## src/rtl/pipe_regfile.sv

```systemverilog
`default_nettype none
// ============================================================================
// pipe_regfile : 2R/1W register file with write bypass, pending scoreboard
//                and a multi-cycle soft-clear sweep.   Rev 1.0
// ============================================================================
module pipe_regfile #(
  parameter int DATA_W = 32,
  parameter int ADDR_W = 5,
  parameter int BYPASS = 1
) (
  input  logic              clk,
  input  logic              reset,
  input  logic [ADDR_W-1:0] rd_addr1,
  input  logic [ADDR_W-1:0] rd_addr2,
  output logic [DATA_W-1:0] rd_data1,
  output logic [DATA_W-1:0] rd_data2,
  output logic              rs1_pending,
  output logic              rs2_pending,
  input  logic              wr_en,
  input  logic [ADDR_W-1:0] wr_addr,
  input  logic [DATA_W-1:0] wr_data,
  input  logic              sb_set_en,
  input  logic [ADDR_W-1:0] sb_set_addr,
  input  logic              clr_start,
  output logic              clr_busy,
  input  logic [ADDR_W-1:0] dbg_addr,
  output logic [DATA_W-1:0] dbg_data
);

  localparam int DEPTH = 1 << ADDR_W;

  typedef enum logic [0:0] {
    ST_IDLE  = 1'b0,
    ST_SWEEP = 1'b1
  } state_t;

  state_t                         state_q, state_d;
  logic [ADDR_W-1:0]              ptr_q, ptr_d;
  logic [DEPTH-1:0][DATA_W-1:0]   rf_q, rf_d;
  logic [DEPTH-1:0]               pending_q, pending_d;

  logic wr_valid;
  logic sb_valid;
  logic ptr_last;

  assign clr_busy = (state_q == ST_SWEEP);
  assign ptr_last = (ptr_q == {ADDR_W{1'b1}});

  // Reset is folded in so nothing can be forwarded while it is held.
  assign wr_valid = wr_en && (wr_addr != '0) && !clr_busy && !reset;
  assign sb_valid = sb_set_en && (sb_set_addr != '0) && !clr_busy;

  always_comb begin
    state_d   = state_q;
    ptr_d     = ptr_q;
    rf_d      = rf_q;
    pending_d = pending_q;
    case (state_q)
      ST_IDLE: begin
        if (wr_valid) begin
          rf_d[wr_addr]      = wr_data;
          pending_d[wr_addr] = 1'b0;
        end
        // Applied after the clear so an issue to the same register wins.
        if (sb_valid) begin
          pending_d[sb_set_addr] = 1'b1;
        end
        if (clr_start) begin
          state_d = ST_SWEEP;
          ptr_d   = ADDR_W'(1);
        end
      end
      ST_SWEEP: begin
        rf_d[ptr_q]      = '0;
        pending_d[ptr_q] = 1'b0;
        if (ptr_last) begin
          state_d = ST_IDLE;
          ptr_d   = '0;
        end else begin
          ptr_d = ptr_q + ADDR_W'(1);
        end
      end
      default: begin
        state_d = ST_IDLE;
        ptr_d   = '0;
      end
    endcase
    rf_d[0]      = '0;
    pending_d[0] = 1'b0;
  end

  always_ff @(posedge clk or posedge reset) begin
    if (reset) begin
      state_q   <= ST_IDLE;
      ptr_q     <= '0;
      rf_q      <= '0;
      pending_q <= '0;
    end else begin
      state_q   <= state_d;
      ptr_q     <= ptr_d;
      rf_q      <= rf_d;
      pending_q <= pending_d;
    end
  end

  logic [1:0][ADDR_W-1:0] rd_addr_v;
  logic [1:0][DATA_W-1:0] rd_data_v;
  logic [1:0]             rs_pend_v;

  assign rd_addr_v = {rd_addr2, rd_addr1};

  generate
    for (genvar p = 0; p < 2; p++) begin : g_rd_port
      logic hit;
      assign hit = (BYPASS != 0) && wr_valid && (wr_addr == rd_addr_v[p]);
      assign rd_data_v[p] = (rd_addr_v[p] == '0) ? '0 :
                            hit                  ? wr_data :
                                                   rf_q[rd_addr_v[p]];
      assign rs_pend_v[p] = (rd_addr_v[p] != '0) && !hit && pending_q[rd_addr_v[p]];
    end
  endgenerate

  assign rd_data1    = rd_data_v[0];
  assign rd_data2    = rd_data_v[1];
  assign rs1_pending = rs_pend_v[0];
  assign rs2_pending = rs_pend_v[1];
  assign dbg_data    = rf_q[dbg_addr];

endmodule
`default_nettype wire

```

## config.mk

```make
export PLATFORM = sky130hd
export DESIGN_NAME = pipe_regfile
export DESIGN_NICKNAME = d
export VERILOG_FILES = /design/src/rtl/pipe_regfile.sv
export SDC_FILE = /design/constraint.sdc
export NUM_CORES = 2
export LEC_CHECK = 0
export BUFFER_PORTS_ARGS = -buffer_cell sky130_fd_sc_hd__buf_2
export CAP_MARGIN = 20
export CORE_ASPECT_RATIO = 1.1
export CORE_MARGIN = 2
export CORE_UTILIZATION = 37
export DETAILED_ROUTE_END_ITERATION = 8
export REMOVE_ABC_BUFFERS = 1
export SLEW_MARGIN = 20
export SYNTH_ARGS = -nofsm -noshare
export SYNTH_HDL_FRONTEND = slang
export SYNTH_SLANG_ARGS = --single-unit
```

## constraint.sdc

```tcl
create_clock -name clk -period 71.6 [get_ports clk]
set_input_delay 10.74 -clock clk [delete_from_list [all_inputs] [get_ports clk]]
set_output_delay 10.74 -clock clk [all_outputs]
set_load 0.03 [all_outputs]
```

==> report_table.html <==
<table>
<tr><th>Metric</th><th>Value</th></tr>
<tr><th colspan="2">Critical path</th></tr>
<tr><td>Startpoint of the worst-slack reg-to-reg timing path</td><td>clr_busy$_DFF_PP0_</td></tr>
<tr><td>Arr. time, crit path</td><td>about 15 ns</td></tr>
<tr><td>Maximum fanout along the worst path</td><td>48</td></tr>
<tr><td>Number of cells on the worst reg-to-reg path</td><td>8</td></tr>
<tr><td>Slowest stage cell, crit path</td><td>buf_4</td></tr>
<tr><td>Crit Reg-Reg Endpoint</td><td>pending_q[9]$_DFF_PP0_</td></tr>
<tr><td>Critical-path cell list</td><td>buf_8 -&gt; buf_4 -&gt; buf_4 -&gt; nor2b_4 -&gt; buf_4 -&gt; a22o_1 -&gt; mux4_2 -&gt; mux2_2 -&gt; buf_2</td></tr>
<tr><td>Register-to-Register Setup Slack</td><td>67.52 ns</td></tr>
<tr><td>Startpoint Class</td><td>input pin</td></tr>
<tr><td>Element type at the critical path end</td><td>primary output</td></tr>
<tr><td>Slowest Stage Delay on Critical Path</td><td>0.92 ns</td></tr>
<tr><td>Crit. Startpoint</td><td>dbg_addr[0]</td></tr>
<tr><td>Category of the most critical setup path</td><td>input pin to primary output</td></tr>
<tr><td>Most frequent cell on the critical path</td><td>buf_4</td></tr>
<tr><td>Worst Setup EP</td><td>dbg_data[26]</td></tr>
<tr><td>Data required time of the worst path</td><td>about 61 ns</td></tr>
<tr><th colspan="2">Timing</th></tr>
<tr><td>Number of failing hold endpoints at the final stage</td><td>0</td></tr>
<tr><td>Fin Setup TNS</td><td>0 ns</td></tr>
<tr><td>Fmax</td><td>38.6 MHz</td></tr>
<tr><td>Slew at the pin closest to its max-slew limit</td><td>around 1.3 ns</td></tr>
<tr><td>Fin Clk Skew</td><td>0.0526 ns</td></tr>
<tr><td>Final Setup Violations</td><td>0</td></tr>
<tr><td>Setup repair after global routing missed its margin</td><td>no</td></tr>
<tr><td>Number of pins with negative max-slew slack in the final report</td><td>0</td></tr>
<tr><td>Worst-case headroom to the max-slew limit</td><td>16.3%</td></tr>
<tr><td>Hold_ws</td><td>0.525 ns</td></tr>
<tr><td>Minimum period implied by the final worst setup slack</td><td>25.89 ns</td></tr>
<tr><td>Share of the cycle needed by the critical path after routing</td><td>36.2%</td></tr>
<tr><th colspan="2">CTS</th></tr>
<tr><td>Clock tree from TritonCTS</td><td>yes</td></tr>
<tr><td>Clock tree buffer depth</td><td>3</td></tr>
<tr><td>TritonCTS Buffers</td><td>111</td></tr>
<tr><td>Hold-fix buffers at CTS</td><td>0</td></tr>
<tr><td>Worst skew pair latency</td><td>0.78 ns</td></tr>
<tr><td>H-Tree Level Count</td><td>3</td></tr>
<tr><td>Number of buffers inserted to repair setup after CTS</td><td>0</td></tr>
<tr><td>Count of instances resized after the clock tree is built</td><td>0</td></tr>
<tr><td>Number of clock sinks seen by CTS</td><td>1029</td></tr>
<tr><td>Clock tree root driver cell</td><td>clkbuf_16</td></tr>
<tr><td>CTS clk-pin slew, worst paths</td><td>0.06 ns</td></tr>
<tr><th colspan="2">Status</th></tr>
<tr><td>Run status</td><td>finished clean</td></tr>
<tr><th colspan="2">Floorplan</th></tr>
<tr><td>Row count</td><td>157</td></tr>
<tr><td>Floorplan die height</td><td>433 µm</td></tr>
<tr><td>Initial cell density of the core</td><td>37.2%</td></tr>
<tr><td>X dimension of the die</td><td>394 µm</td></tr>
<tr><td>I/O pin count</td><td>161</td></tr>
<tr><td>Overall die area</td><td>0.170 mm²</td></tr>
<tr><td>Placeable core region</td><td>0.166 mm²</td></tr>
<tr><th colspan="2">Cells and area</th></tr>
<tr><td>Final instance count without filler cells</td><td>roughly 6600</td></tr>
<tr><td>Final standard cell area without fillers</td><td>0.0690 mm²</td></tr>
<tr><td>Share of post-route cells with drive strength above 1</td><td>between 30% and 40%</td></tr>
<tr><td>Area of all sequential standard cells</td><td>0.0257 mm²</td></tr>
<tr><td>Net total in the final layout</td><td>about 4300</td></tr>
<tr><td>Synthesis-to-finish area growth</td><td>11.6%</td></tr>
<tr><td>Area of the multi-input gates</td><td>0.0342 mm²</td></tr>
<tr><td>Layout fillers</td><td>about 15000</td></tr>
<tr><th colspan="2">Logic synthesis</th></tr>
<tr><td>Mean cell area of the mapped netlist</td><td>13.8 µm²</td></tr>
<tr><td>Count of yosys warnings during synthesis</td><td>0</td></tr>
<tr><td>Post-Synth XOR/XNOR Area</td><td>0.156%</td></tr>
<tr><td>Number of synthesized flops with an enable pin</td><td>0</td></tr>
<tr><td>Main combinational cell family by area after synthesis</td><td>multiplexers</td></tr>
<tr><td>Part of the Yosys area used for sequential elements</td><td>between 40% and 50%</td></tr>
<tr><td>Flip-flop cell with the highest count after synthesis</td><td>dfrtp_1</td></tr>
<tr><td>Post-synthesis instance area</td><td>between 0.06 and 0.07 mm²</td></tr>
<tr><td>Post-Syn Instances</td><td>4482</td></tr>
<tr><td>Compound-gate portion of the synthesized area</td><td>19.9%</td></tr>
<tr><td>Simple-Gate Fraction of Synth Area</td><td>2.18%</td></tr>
<tr><td>Post-synthesis mux area share</td><td>31.9%</td></tr>
<tr><td>FF+latch count, synth</td><td>1029</td></tr>
<tr><td>Synth Area in Adders</td><td>0.101%</td></tr>
<tr><td>Async SR Flop Fraction</td><td>100%</td></tr>
<tr><td>Number of different library cells in the post-synthesis netlist</td><td>58</td></tr>
<tr><th colspan="2">Flow run</th></tr>
<tr><td>Number of maximum-capacitance violations</td><td>0</td></tr>
<tr><th colspan="2">Global route</th></tr>
<tr><td>Largest net degree at the start of global routing</td><td>145</td></tr>
<tr><td>Global-route wire length before repair</td><td>385000 µm</td></tr>
<tr><td>Initial antenna violation count</td><td>20</td></tr>
<tr><td>Overall Global Routing Usage</td><td>31.5%</td></tr>
<tr><td>Vias in the first global route</td><td>approximately 49000</td></tr>
<tr><td>Overflow left after global routing</td><td>0</td></tr>
<tr><th colspan="2">Placed design</th></tr>
<tr><td>Placed cells</td><td>around 6400</td></tr>
<tr><td>Routability congestion estimate from global placement</td><td>slightly below 0.9</td></tr>
<tr><td>Count of buffers from port buffering</td><td>160</td></tr>
<tr><td>Placement-stage cell area</td><td>0.0648 mm²</td></tr>
<tr><td>HPWL after DPL</td><td>about 150000 µm</td></tr>
<tr><th colspan="2">Route</th></tr>
<tr><td>DRC violation total after the first TritonRoute iteration</td><td>approximately 7400</td></tr>
<tr><td>Detailed-router iteration count before antenna repair</td><td>8</td></tr>
<tr><td>DR WL/cell</td><td>roughly 41 µm</td></tr>
<tr><td>Overall via count from detail_route</td><td>about 50000</td></tr>
<tr><td>Drt drc</td><td>0</td></tr>
<tr><td>Final WL</td><td>274000 µm</td></tr>
<tr><td>Average vias per placed instance</td><td>7.57</td></tr>
<tr><td>Remaining antenna violation count</td><td>0</td></tr>
<tr><th colspan="2">Pwr</th></tr>
<tr><td>IR drop worst, VDD</td><td>0.0202 mV</td></tr>
<tr><td>Power density normalized to cell area</td><td>24.0 mW/mm²</td></tr>
<tr><td>Leakage power summed over all cells</td><td>29.3 nW</td></tr>
<tr><th colspan="2">Min path</th></tr>
<tr><td>Class of the tightest hold or removal check</td><td>register to register</td></tr>
<tr><td>Number of cells on the worst hold path</td><td>1</td></tr>
</table>
==> worst max-delay path: cells and delay by family <==
kind                   cells  cell delay (ns)
buffers and inverters      5             2.81
muxes                      2             0.85
AOI/OAI and AO/OA          1             0.34
and+or+nand+nor            1             0.19
==> state kept, by name (all words and copies together) (netlist names) <==
| signal | flops |
|---|---|
| rf_q | 992 |
| ptr_q | 5 |
| pending_q | 31 |
| clr_busy | 1 |
==> cell usage in the layout (no fill, tap or decap), types with 5 or more instances in the layout <==
master and n:
a211oi_1 30, a21o_1 30, a21oi_1 43, a21oi_4 31
a221oi_1 33, a22o_1 1129, a22oi_1 64, and2_1 5
buf_12 6, buf_2 149, buf_4 139, buf_8 6
bufinv_16 20, clkbuf_1 17, clkbuf_16 111, clkbuf_8 25
clkinv_2 14, clkinvlp_4 10, dfrtp_1 1029, diode_2 11
ha_1 5, inv_1 15, inv_6 6, mux2_2 164
mux2i_1 157, mux4_2 725, nand2_1 43, nand2b_1 10
nand3_1 38, nand3b_1 7, nor2_1 40, nor2_4 21
nor2b_1 8, nor2b_4 6, nor3_1 40, nor3_2 7
o21ai_0 42, o22ai_1 61, xnor2_1 9
==> per-layer routing <==
metal  up-vias  share of wire, %  track usage [%]
met4        18               7.6             21.0
met2      4329                44             46.1
met3      1094                12             10.1
met5         -             0.042                0
met1     26400                36             40.2
li1      18200                 -                -
==> report_power, final <==
| part | switching (W) | leakage [nW] | internal (W) |
|---|---|---|---|
| sequential | 0.0000441 | 14.3 | 0.000622 |
| combinational | 0.000210 | 13.0 | 0.000124 |
| clock | 0.000272 | 1.99 | 0.000385 |
| total | 0.000526 | 29.3 | 0.00113 |
==> final cells by class <==
type                            count  share of cell area (%)
Timing Repair Buffer              305                    3.00
Multi-Input combinational cell   2809                    49.5
Sequential cell                  1029                    37.3
Clock inverter                     57                    1.35
Antenna cell                       11                  0.0399
Tap cell                         2226                    4.04
Inverter                           18                   0.109
Clock buffer                      153                    4.62
==> cell usage after synthesis, drive strengths merged, types with 3 or more instances <==
| master | number | share of area (%) |
|---|---|---|
| a221oi | 33 | 0.47 |
| a21oi | 74 | 0.60 |
| nand2 | 43 | 0.26 |
| clkbuf | 434 | 2.6 |
| o21ai | 42 | 0.34 |
| a22o | 1129 | 16 |
| nor3 | 48 | 0.41 |
| mux2 | 164 | 3.0 |
| o31ai | 3 | 0.036 |
| nand3b | 7 | 0.085 |
| inv | 17 | 0.10 |
| a22oi | 64 | 0.78 |
| nand3 | 38 | 0.31 |
| or4 | 3 | 0.036 |
| and3 | 3 | 0.030 |
| nor2b | 14 | 0.14 |
| mux4 | 725 | 26 |
| a21o | 30 | 0.36 |
| a211oi | 30 | 0.36 |
| nand2b | 10 | 0.10 |
| nor4 | 6 | 0.10 |
| ha | 5 | 0.10 |
| xnor2 | 9 | 0.13 |
| and2 | 7 | 0.071 |
| mux2i | 157 | 2.5 |
| buf | 192 | 1.4 |
| a2bb2oi | 4 | 0.057 |
| nor2 | 61 | 0.39 |
| dfrtp | 1029 | 42 |
| or2 | 6 | 0.061 |
| nor3b | 5 | 0.061 |
| o22ai | 61 | 0.62 |
==> through the flow <==
stage	setup slack (ns)	utilization, %	power (W)
2_1_floorplan	31.88	-	0.000834
3_3_place_gp	45.83	39.0	0.000994
3_5_place_dp	45.80	39.0	0.000998
4_1_cts	45.78	41.5	0.00165
5_1_grt	45.60	41.5	0.00170
6_report	45.71	41.5	0.00166
==> kinds of logic after synthesis <==
family / Yosys count
mux: 1046
flops: 1029
xor+xnor: 11
simple gates: 259
compound gates: 1488
fa+ha+maj: 5
buf+inv: 644
==> worst min-delay path by stage <==
| stage | to | start | slack [ns] |
|---|---|---|---|
| after floorplan | pending_q[31]$_DFF_PP0_ | pending_q[31]$_DFF_PP0_ | 0.46 |
| after global placement | pending_q[27]$_DFF_PP0_ | pending_q[27]$_DFF_PP0_ | 0.48 |
| after detailed placement | pending_q[1]$_DFF_PP0_ | pending_q[1]$_DFF_PP0_ | 0.49 |
| after CTS | pending_q[31]$_DFF_PP0_ | pending_q[31]$_DFF_PP0_ | 0.51 |
| after global routing | pending_q[19]$_DFF_PP0_ | pending_q[19]$_DFF_PP0_ | 0.54 |
| final | pending_q[6]$_DFF_PP0_ | pending_q[6]$_DFF_PP0_ | 0.53 |
No activity file was read; power rests on OpenSTA's default activity.
